===== config.mk =====
export PLATFORM = sky130hd
export DESIGN_NAME = wind_axis_seq
export DESIGN_NICKNAME = d
export VERILOG_FILES = /design/src/rtl/wind_axis_seq.sv
export SDC_FILE = /design/constraint.sdc
export NUM_CORES = 1
export LEC_CHECK = 0
export BUFFER_PORTS_ARGS = -buffer_cell sky130_fd_sc_hd__buf_4
export CAP_MARGIN = 20
export CORE_ASPECT_RATIO = 1.5
export CORE_MARGIN = 2
export CORE_UTILIZATION = 50
export CTS_BUF_LIST = sky130_fd_sc_hd__clkbuf_2
export DETAILED_ROUTE_END_ITERATION = 12
export PLACE_DENSITY_LB_ADDON = 0.05
export SYNTH_ARGS = -nofsm -noshare
export SYNTH_HDL_FRONTEND = slang
export SYNTH_SLANG_ARGS = --single-unit

===== constraint.sdc =====
create_clock -name clock -period 6.7 [get_ports clock]
set_input_delay 0.67 -clock clock [delete_from_list [all_inputs] [get_ports clock]]
set_output_delay 0.67 -clock clock [all_outputs]
set_load 0.01 [all_outputs]

===== src/rtl/wind_axis_seq.sv =====
// Burst sequencer for the shared wind core: alternates X (rx1/rx3) and Y (rx2/rx4)
// measurement bursts, feeding divided-rate samples and storing each axis result.
module wind_axis_seq #(
  parameter int SDIV      = 8,
  parameter int NSAMP     = 256,
  parameter int FLUSH_CYC = 2,
  parameter int TIMEOUT   = 4096
) (
  input  logic        clock,
  input  logic        reset,
  input  logic        enable,
  input  logic [3:0]  meanlen,
  input  logic [47:0] adc_rx,
  output logic        core_reset,
  output logic        core_enable,
  output logic        core_sample,
  output logic [11:0] core_rxA,
  output logic [11:0] core_rxB,
  output logic [3:0]  core_meanlen,
  input  logic [15:0] core_speed,
  input  logic        core_ready,
  output logic [15:0] speed_x,
  output logic [15:0] speed_y,
  output logic        meas_valid,
  output logic        meas_axis,
  output logic        busy,
  output logic        err_timeout
);

  localparam int DIV_W = $clog2(SDIV);
  localparam int SMP_W = $clog2(NSAMP + 1);
  localparam int TO_W  = $clog2(TIMEOUT + 1);
  localparam int FL_W  = $clog2(FLUSH_CYC + 1);
  localparam logic [DIV_W-1:0] DIV_LAST = DIV_W'(SDIV - 1);
  localparam logic [SMP_W-1:0] SMP_LAST = SMP_W'(NSAMP - 1);
  localparam logic [TO_W-1:0]  TO_LAST  = TO_W'(TIMEOUT - 1);
  localparam logic [FL_W-1:0]  FL_LAST  = FL_W'(FLUSH_CYC - 1);

  typedef enum logic [1:0] {S_IDLE, S_FLUSH, S_RUN, S_DRAIN} state_t;

  state_t             state_q, state_d;
  logic [FL_W-1:0]    fl_q, fl_d;
  logic [DIV_W-1:0]   div_q, div_d;
  logic [SMP_W-1:0]   samp_q, samp_d;
  logic [TO_W-1:0]    to_q, to_d;
  logic               axis_q, axis_d;
  logic [3:0]         meanlen_q, meanlen_d;
  logic [11:0]        rxa_q, rxa_d, rxb_q, rxb_d;
  logic [15:0]        speed_x_q, speed_x_d, speed_y_q, speed_y_d;
  logic               err_q, err_d;
  logic               meas_valid_q, meas_valid_d;
  logic               meas_axis_q, meas_axis_d;
  logic               core_reset_q, core_reset_d;
  logic               core_enable_q, core_enable_d;
  logic               core_sample_q, core_sample_d;
  logic               done;

  // Outputs are registered from the next-state view so they line up with state_q.
  always_comb begin
    state_d      = state_q;
    fl_d         = fl_q;
    div_d        = div_q;
    samp_d       = samp_q;
    to_d         = to_q;
    axis_d       = axis_q;
    meanlen_d    = meanlen_q;
    rxa_d        = rxa_q;
    rxb_d        = rxb_q;
    speed_x_d    = speed_x_q;
    speed_y_d    = speed_y_q;
    err_d        = err_q;
    meas_valid_d = 1'b0;
    meas_axis_d  = meas_axis_q;
    done         = 1'b0;

    case (state_q)
      S_IDLE: begin
        if (enable) begin
          state_d   = S_FLUSH;
          fl_d      = '0;
          meanlen_d = meanlen;
        end
      end
      S_FLUSH: begin
        if (!enable) begin
          state_d = S_IDLE;
        end else begin
          div_d  = '0;
          samp_d = '0;
          to_d   = '0;
          if (fl_q == FL_LAST) state_d = S_RUN;
          else                 fl_d    = fl_q + 1'b1;
        end
      end
      S_RUN: begin
        if (!enable) begin
          state_d = S_IDLE;
        end else if (div_q == DIV_LAST) begin
          div_d  = '0;
          samp_d = samp_q + 1'b1;
          if (samp_q == SMP_LAST) begin
            state_d = S_DRAIN;
            to_d    = '0;
          end
        end else begin
          div_d = div_q + 1'b1;
        end
      end
      S_DRAIN: begin
        to_d = to_q + 1'b1;
        // The entry cycle may still carry a stale ready from the previous core state.
        if (core_ready && (to_q != '0)) begin
          if (axis_q) speed_y_d = core_speed;
          else        speed_x_d = core_speed;
          meas_valid_d = 1'b1;
          meas_axis_d  = axis_q;
          done         = 1'b1;
        end else if (to_q == TO_LAST) begin
          err_d = 1'b1;
          done  = 1'b1;
        end
        if (done) begin
          axis_d = ~axis_q;
          fl_d   = '0;
          state_d = enable ? S_FLUSH : S_IDLE;
        end
      end
      default: state_d = S_IDLE;
    endcase

    core_sample_d = (state_d == S_RUN) && (div_d == DIV_LAST);
    if (core_sample_d) begin
      rxa_d = axis_q ? adc_rx[23:12] : adc_rx[11:0];
      rxb_d = axis_q ? adc_rx[47:36] : adc_rx[35:24];
    end
    core_reset_d  = (state_d == S_FLUSH);
    core_enable_d = (state_d != S_IDLE);
  end

  always_ff @(posedge clock) begin
    if (reset) begin
      state_q       <= S_IDLE;
      fl_q          <= '0;
      div_q         <= '0;
      samp_q        <= '0;
      to_q          <= '0;
      axis_q        <= 1'b0;
      meanlen_q     <= '0;
      rxa_q         <= '0;
      rxb_q         <= '0;
      speed_x_q     <= '0;
      speed_y_q     <= '0;
      err_q         <= 1'b0;
      meas_valid_q  <= 1'b0;
      meas_axis_q   <= 1'b0;
      core_reset_q  <= 1'b0;
      core_enable_q <= 1'b0;
      core_sample_q <= 1'b0;
    end else begin
      state_q       <= state_d;
      fl_q          <= fl_d;
      div_q         <= div_d;
      samp_q        <= samp_d;
      to_q          <= to_d;
      axis_q        <= axis_d;
      meanlen_q     <= meanlen_d;
      rxa_q         <= rxa_d;
      rxb_q         <= rxb_d;
      speed_x_q     <= speed_x_d;
      speed_y_q     <= speed_y_d;
      err_q         <= err_d;
      meas_valid_q  <= meas_valid_d;
      meas_axis_q   <= meas_axis_d;
      core_reset_q  <= core_reset_d;
      core_enable_q <= core_enable_d;
      core_sample_q <= core_sample_d;
    end
  end

  assign core_reset   = core_reset_q;
  assign core_enable  = core_enable_q;
  assign core_sample  = core_sample_q;
  assign core_rxA     = rxa_q;
  assign core_rxB     = rxb_q;
  assign core_meanlen = meanlen_q;
  assign speed_x      = speed_x_q;
  assign speed_y      = speed_y_q;
  assign meas_valid   = meas_valid_q;
  assign meas_axis    = meas_axis_q;
  assign busy         = core_enable_q;
  assign err_timeout  = err_q;

endmodule


==> impl_results.md <==
* Outcome: finished clean
* Core Rows at 42
* Worst relative slew slack at 28.67%
* Wire length of the first global-routing pass at 16,600 um
* Post-synthesis to final-layout area growth at 25.75%
* Floorplan core area at 8723 um^2
* Share of the synthesized netlist area taken by xor and xnor gates at 2.975%
* Crit path arrival time at 3300 ps
* Count of input and output buffers at 138
* Portion of synthesized cell area occupied by the leading cell type at 43.51%
* Hold buffer count at cts at 0
* Most frequent cells in the layout: sky130_fd_sc_hd__buf_4, sky130_fd_sc_hd__dfxtp_1, sky130_fd_sc_hd__a21oi_1, sky130_fd_sc_hd__nand2_1, sky130_fd_sc_hd__nor2_1
* Path type of the worst min-delay path: in -> reg
* Final WS setup at 3903 ps
* Post-Route Skew at 38.87 ps
* Total clock sinks at 96
* Static Leakage at 2.149 nW
* Via count of the first global-routing pass at 3,590
* Setup_tns at 0 ps
* Post-layout minimum cycle time at 2797 ps
* CP max stage cell: sky130_fd_sc_hd__buf_4
* Via count normalized by instance count at 5.368
* Overflow left after global routing at 0
* Proportion of register bits with asynchronous set or reset after synthesis at 0%
* Synth Area in Simple Gates at 18.41%
* Critical Path Sink Type: flip-flop
* Number of max-slew violations in the final report at 0
* Count of mapped cells out of synthesis at 481
* Resized cells post-CTS at 0
* Count of flip-flops with a built-in enable after synthesis at 0
* Hold path start: core_speed[11]
* Share of the clock period used by the worst path after layout at 41.75%
* Cell Chain, Critical Path: inv_1 > ha_1 > nor4b_2 > a31oi_2 > or3_4 > o31ai_4 > buf_4 > a21oi_1 > a311oi_2
* Delay contributed by the slowest stage of the critical path at 520 ps
* Post-route design area at 5554 um^2
* Width of the chip at 80.74 um
* Weighted congestion at the end of routability-driven global placement at 0.8451
* Antenna-violating nets left at 0
* Synthesized-area fraction occupied by adder cells at 3.116%
* Fraction of final layout cells with drive strength greater than 1 at 30.79%
* Buffers from clock root to sink, at most at 2
* Worst setup slack before clock tree synthesis at 3938 ps
* Post-synthesis net count at 564
* Portion of netlist area occupied by mux cells at 9.292%
* Largest family of logic cells by synthesized area: simple AND/OR/NAND/NOR gates
* Total vias in the final route at 3,838
* Placed cell areas at 5450 um^2
* Setup slack on the worst flop-to-flop path at 3900 ps
* Most common library cell in the layout ignoring fill and taps: sky130_fd_sc_hd__buf_4
* Pwr Density at 167.1 nW/um^2
* Depth of the worst register-to-register path at 9
* Gate family responsible for the most delay along the worst path: compound AO/OA/AOI/OAI gates
* # Post-CTS Setup Buffers at 0
* Die area at 9617 um^2
* Capture point of the worst reg-to-reg path: core_rxB[6]
* Cell taking the most area after synthesis: sky130_fd_sc_hd__dfxtp_1
* Critical path start-end classification: reg -> reg
* Effective utilization at floorplan at 50.63%
* Critical Path RT at 7200 ps
* Worst vdd ir at 121.5 uV
* Cell Count, Final, Fillers Out at 715
* Largest net degree at the start of global routing at 79
* Total Routing Usage GR at 21.89%
* Min-Delay Endpoint: speed_y[11]
* Detailed Routing Iterations Pass 1 at 4
* Number of buffers and inverters on the critical path at 2
* Fraction of the yosys area taken by sequential cells at 43.51%
* Most used DFF post-synth: sky130_fd_sc_hd__dfxtp_1
* Drt drc at 0
* Slew @ Worst Pin at 1069 ps
* RSZ-0062 raised after global routing: false
* Master cell of the clock root buffer: sky130_fd_sc_hd__clkbuf_2
* Number of CTS-inserted buffers at 9
* Total of endpoints with negative setup slack in the final report at 0
* Number of violations reported at the end of detailed-routing iteration 0 at 144
* Vertical die dimension at 119.1 um
* Filler cells at 786
* Count of unique library cells instantiated by Yosys at 48
* Count of placed standard cells including taps at 698
* Clock tree from TritonCTS: done
* Total routed wirelength at 10,420 um
* Reg2Reg Launch Point: to_q[0]
* Antenna violations before repair at 1
* Clock slew at reported path FFs at 290 ps
* Maximum fanout along the worst path at 51
* Total Nets Final at 682
* Fmax at 357.5 MHz
* Routed wire length per instance at 14.57 um
* Area contributors post-synth: sky130_fd_sc_hd__dfxtp_1, sky130_fd_sc_hd__mux2i_1, sky130_fd_sc_hd__a21oi_1, sky130_fd_sc_hd__a311oi_2, sky130_fd_sc_hd__nand2_1
* Per-instance average area after synthesis at 9.182 um^2
* Estimated wirelength of the detail-placed design at 7409 um
* Maximum level of the CTS H-tree at 3
* Startpoint Class: flip-flop
* Number of synthesized register bits at 96
* Post-synth design cell area at 4417 um^2
* Synthesized-area fraction occupied by ao, oa, aoi and oai cells at 17.90%
* Number of ports placed on the die boundary at 139
* Insertion delay of the later-clocked pin in the worst-skew pair at 600 ps
* Number of cells on the worst hold path at 3
* Hold violation count in the final report at 0
* Max-capacitance violation count at 0
* Count of synthesis-stage warnings from yosys at 0
[metal layers]
| layer | share of wire (%) | vias to the layer above | global-route usage, % |
|---|---|---|---|
| met5 | 0 | - | 0 |
| met4 | 1.8 | 0 | 8.369 |
| met2 | 52 | 107 | 38.70 |
| met3 | 5.6 | 15 | 5.530 |
| met1 | 41 | 1777 | 24.69 |
| li1 | - | 1939 | - |
[through the flow]
| stage | hold WS (ps) | power (W) | utilization, % |
|---|---|---|---|
| after floorplan | 431.9 | 0.0006308 | - |
| after global placement | 440.9 | 0.0006746 | 62.48 |
| after detailed placement | 453.0 | 0.0006774 | 62.48 |
| after CTS | 241.2 | 0.0009372 | 63.64 |
| after global routing | 221.0 | 0.0009728 | 63.67 |
| final | 275.7 | 0.0009282 | 63.67 |
[cells in the mapped netlist, types with 6 or more instances]
master / instances
sky130_fd_sc_hd__a21oi_1: 61
sky130_fd_sc_hd__a311oi_2: 19
sky130_fd_sc_hd__and3_1: 7
sky130_fd_sc_hd__clkbuf_1: 19
sky130_fd_sc_hd__dfxtp_1: 96
sky130_fd_sc_hd__ha_1: 11
sky130_fd_sc_hd__inv_1: 10
sky130_fd_sc_hd__mux2i_1: 41
sky130_fd_sc_hd__nand2_1: 54
sky130_fd_sc_hd__nand3_1: 9
sky130_fd_sc_hd__nand4_1: 9
sky130_fd_sc_hd__nor2_1: 51
sky130_fd_sc_hd__nor2b_1: 6
sky130_fd_sc_hd__nor3_1: 11
sky130_fd_sc_hd__o21ai_0: 9
sky130_fd_sc_hd__xor2_1: 11
[kinds of logic (layout without fill, tap and decap cells)]
group | Yosys count | count (layout)
xor gates and xnor gates | 15 | 15
muxes | 41 | 41
DFF | 96 | 96
AOI/OAI and AO/OA | 106 | 106
and+or+nand+nor | 168 | 168
buffers and inverters | 44 | 167
other | 0 | 1
adders and majority gates | 11 | 11
[layout make-up]
type,instances,area (um^2),share of cell area (%)
inverters,10,37.54,0.6758
flip-flops and latches,96,1922,34.60
repair buffers,141,1059,19.06
well taps,110,137.6,2.478
multi-input cells,341,2295,41.32
diodes,1,2.502,0.04506
clock buffers,10,50.05,0.9011
clock inverters,6,51.30,0.9236
[power by group]
group	switching [W]	total (W)	internal, W
clock network	0.000204	0.000261	0.0000568
registers	0.00000377	0.000581	0.000577
logic	0.0000423	0.0000858	0.0000435
[tightest hold or removal path, delay by kind of cell]
kind                   cells  cell delay [ps]
AO/OA/AOI/OAI              1               50
buffers and inverters      1              110
AND/OR/NAND/NOR            1               50
[state kept, by name, summed over array words and instances, names as in the netlist]
signal / flops
samp_q: 9
core_rxA: 12
div_q: 3
core_rxB: 12
core_reset: 1
to_q: 13
err_timeout: 1
state_q: 2
meas_valid: 1
core_meanlen: 4
core_sample: 1
busy: 1
meas_axis: 1
fl_q: 2
speed_x: 16
axis_q: 1
speed_y: 16
[worst max path at each step]
stage | startpoint | to | slack (ps) | cells after the start
global placement | enable | core_rxA[4] | 4010 | 8
CTS | to_q[0] | core_rxA[10] | 3900 | 9
floorplan | samp_q[0] | to_q[10] | 4320 | 11
finish | to_q[0] | core_rxB[6] | 3900 | 9
detailed placement | enable | core_rxA[7] | 3940 | 8
global route | state_q[0] | core_rxA[4] | 3620 | 8
No activity file was read; power rests on OpenSTA's default activity.
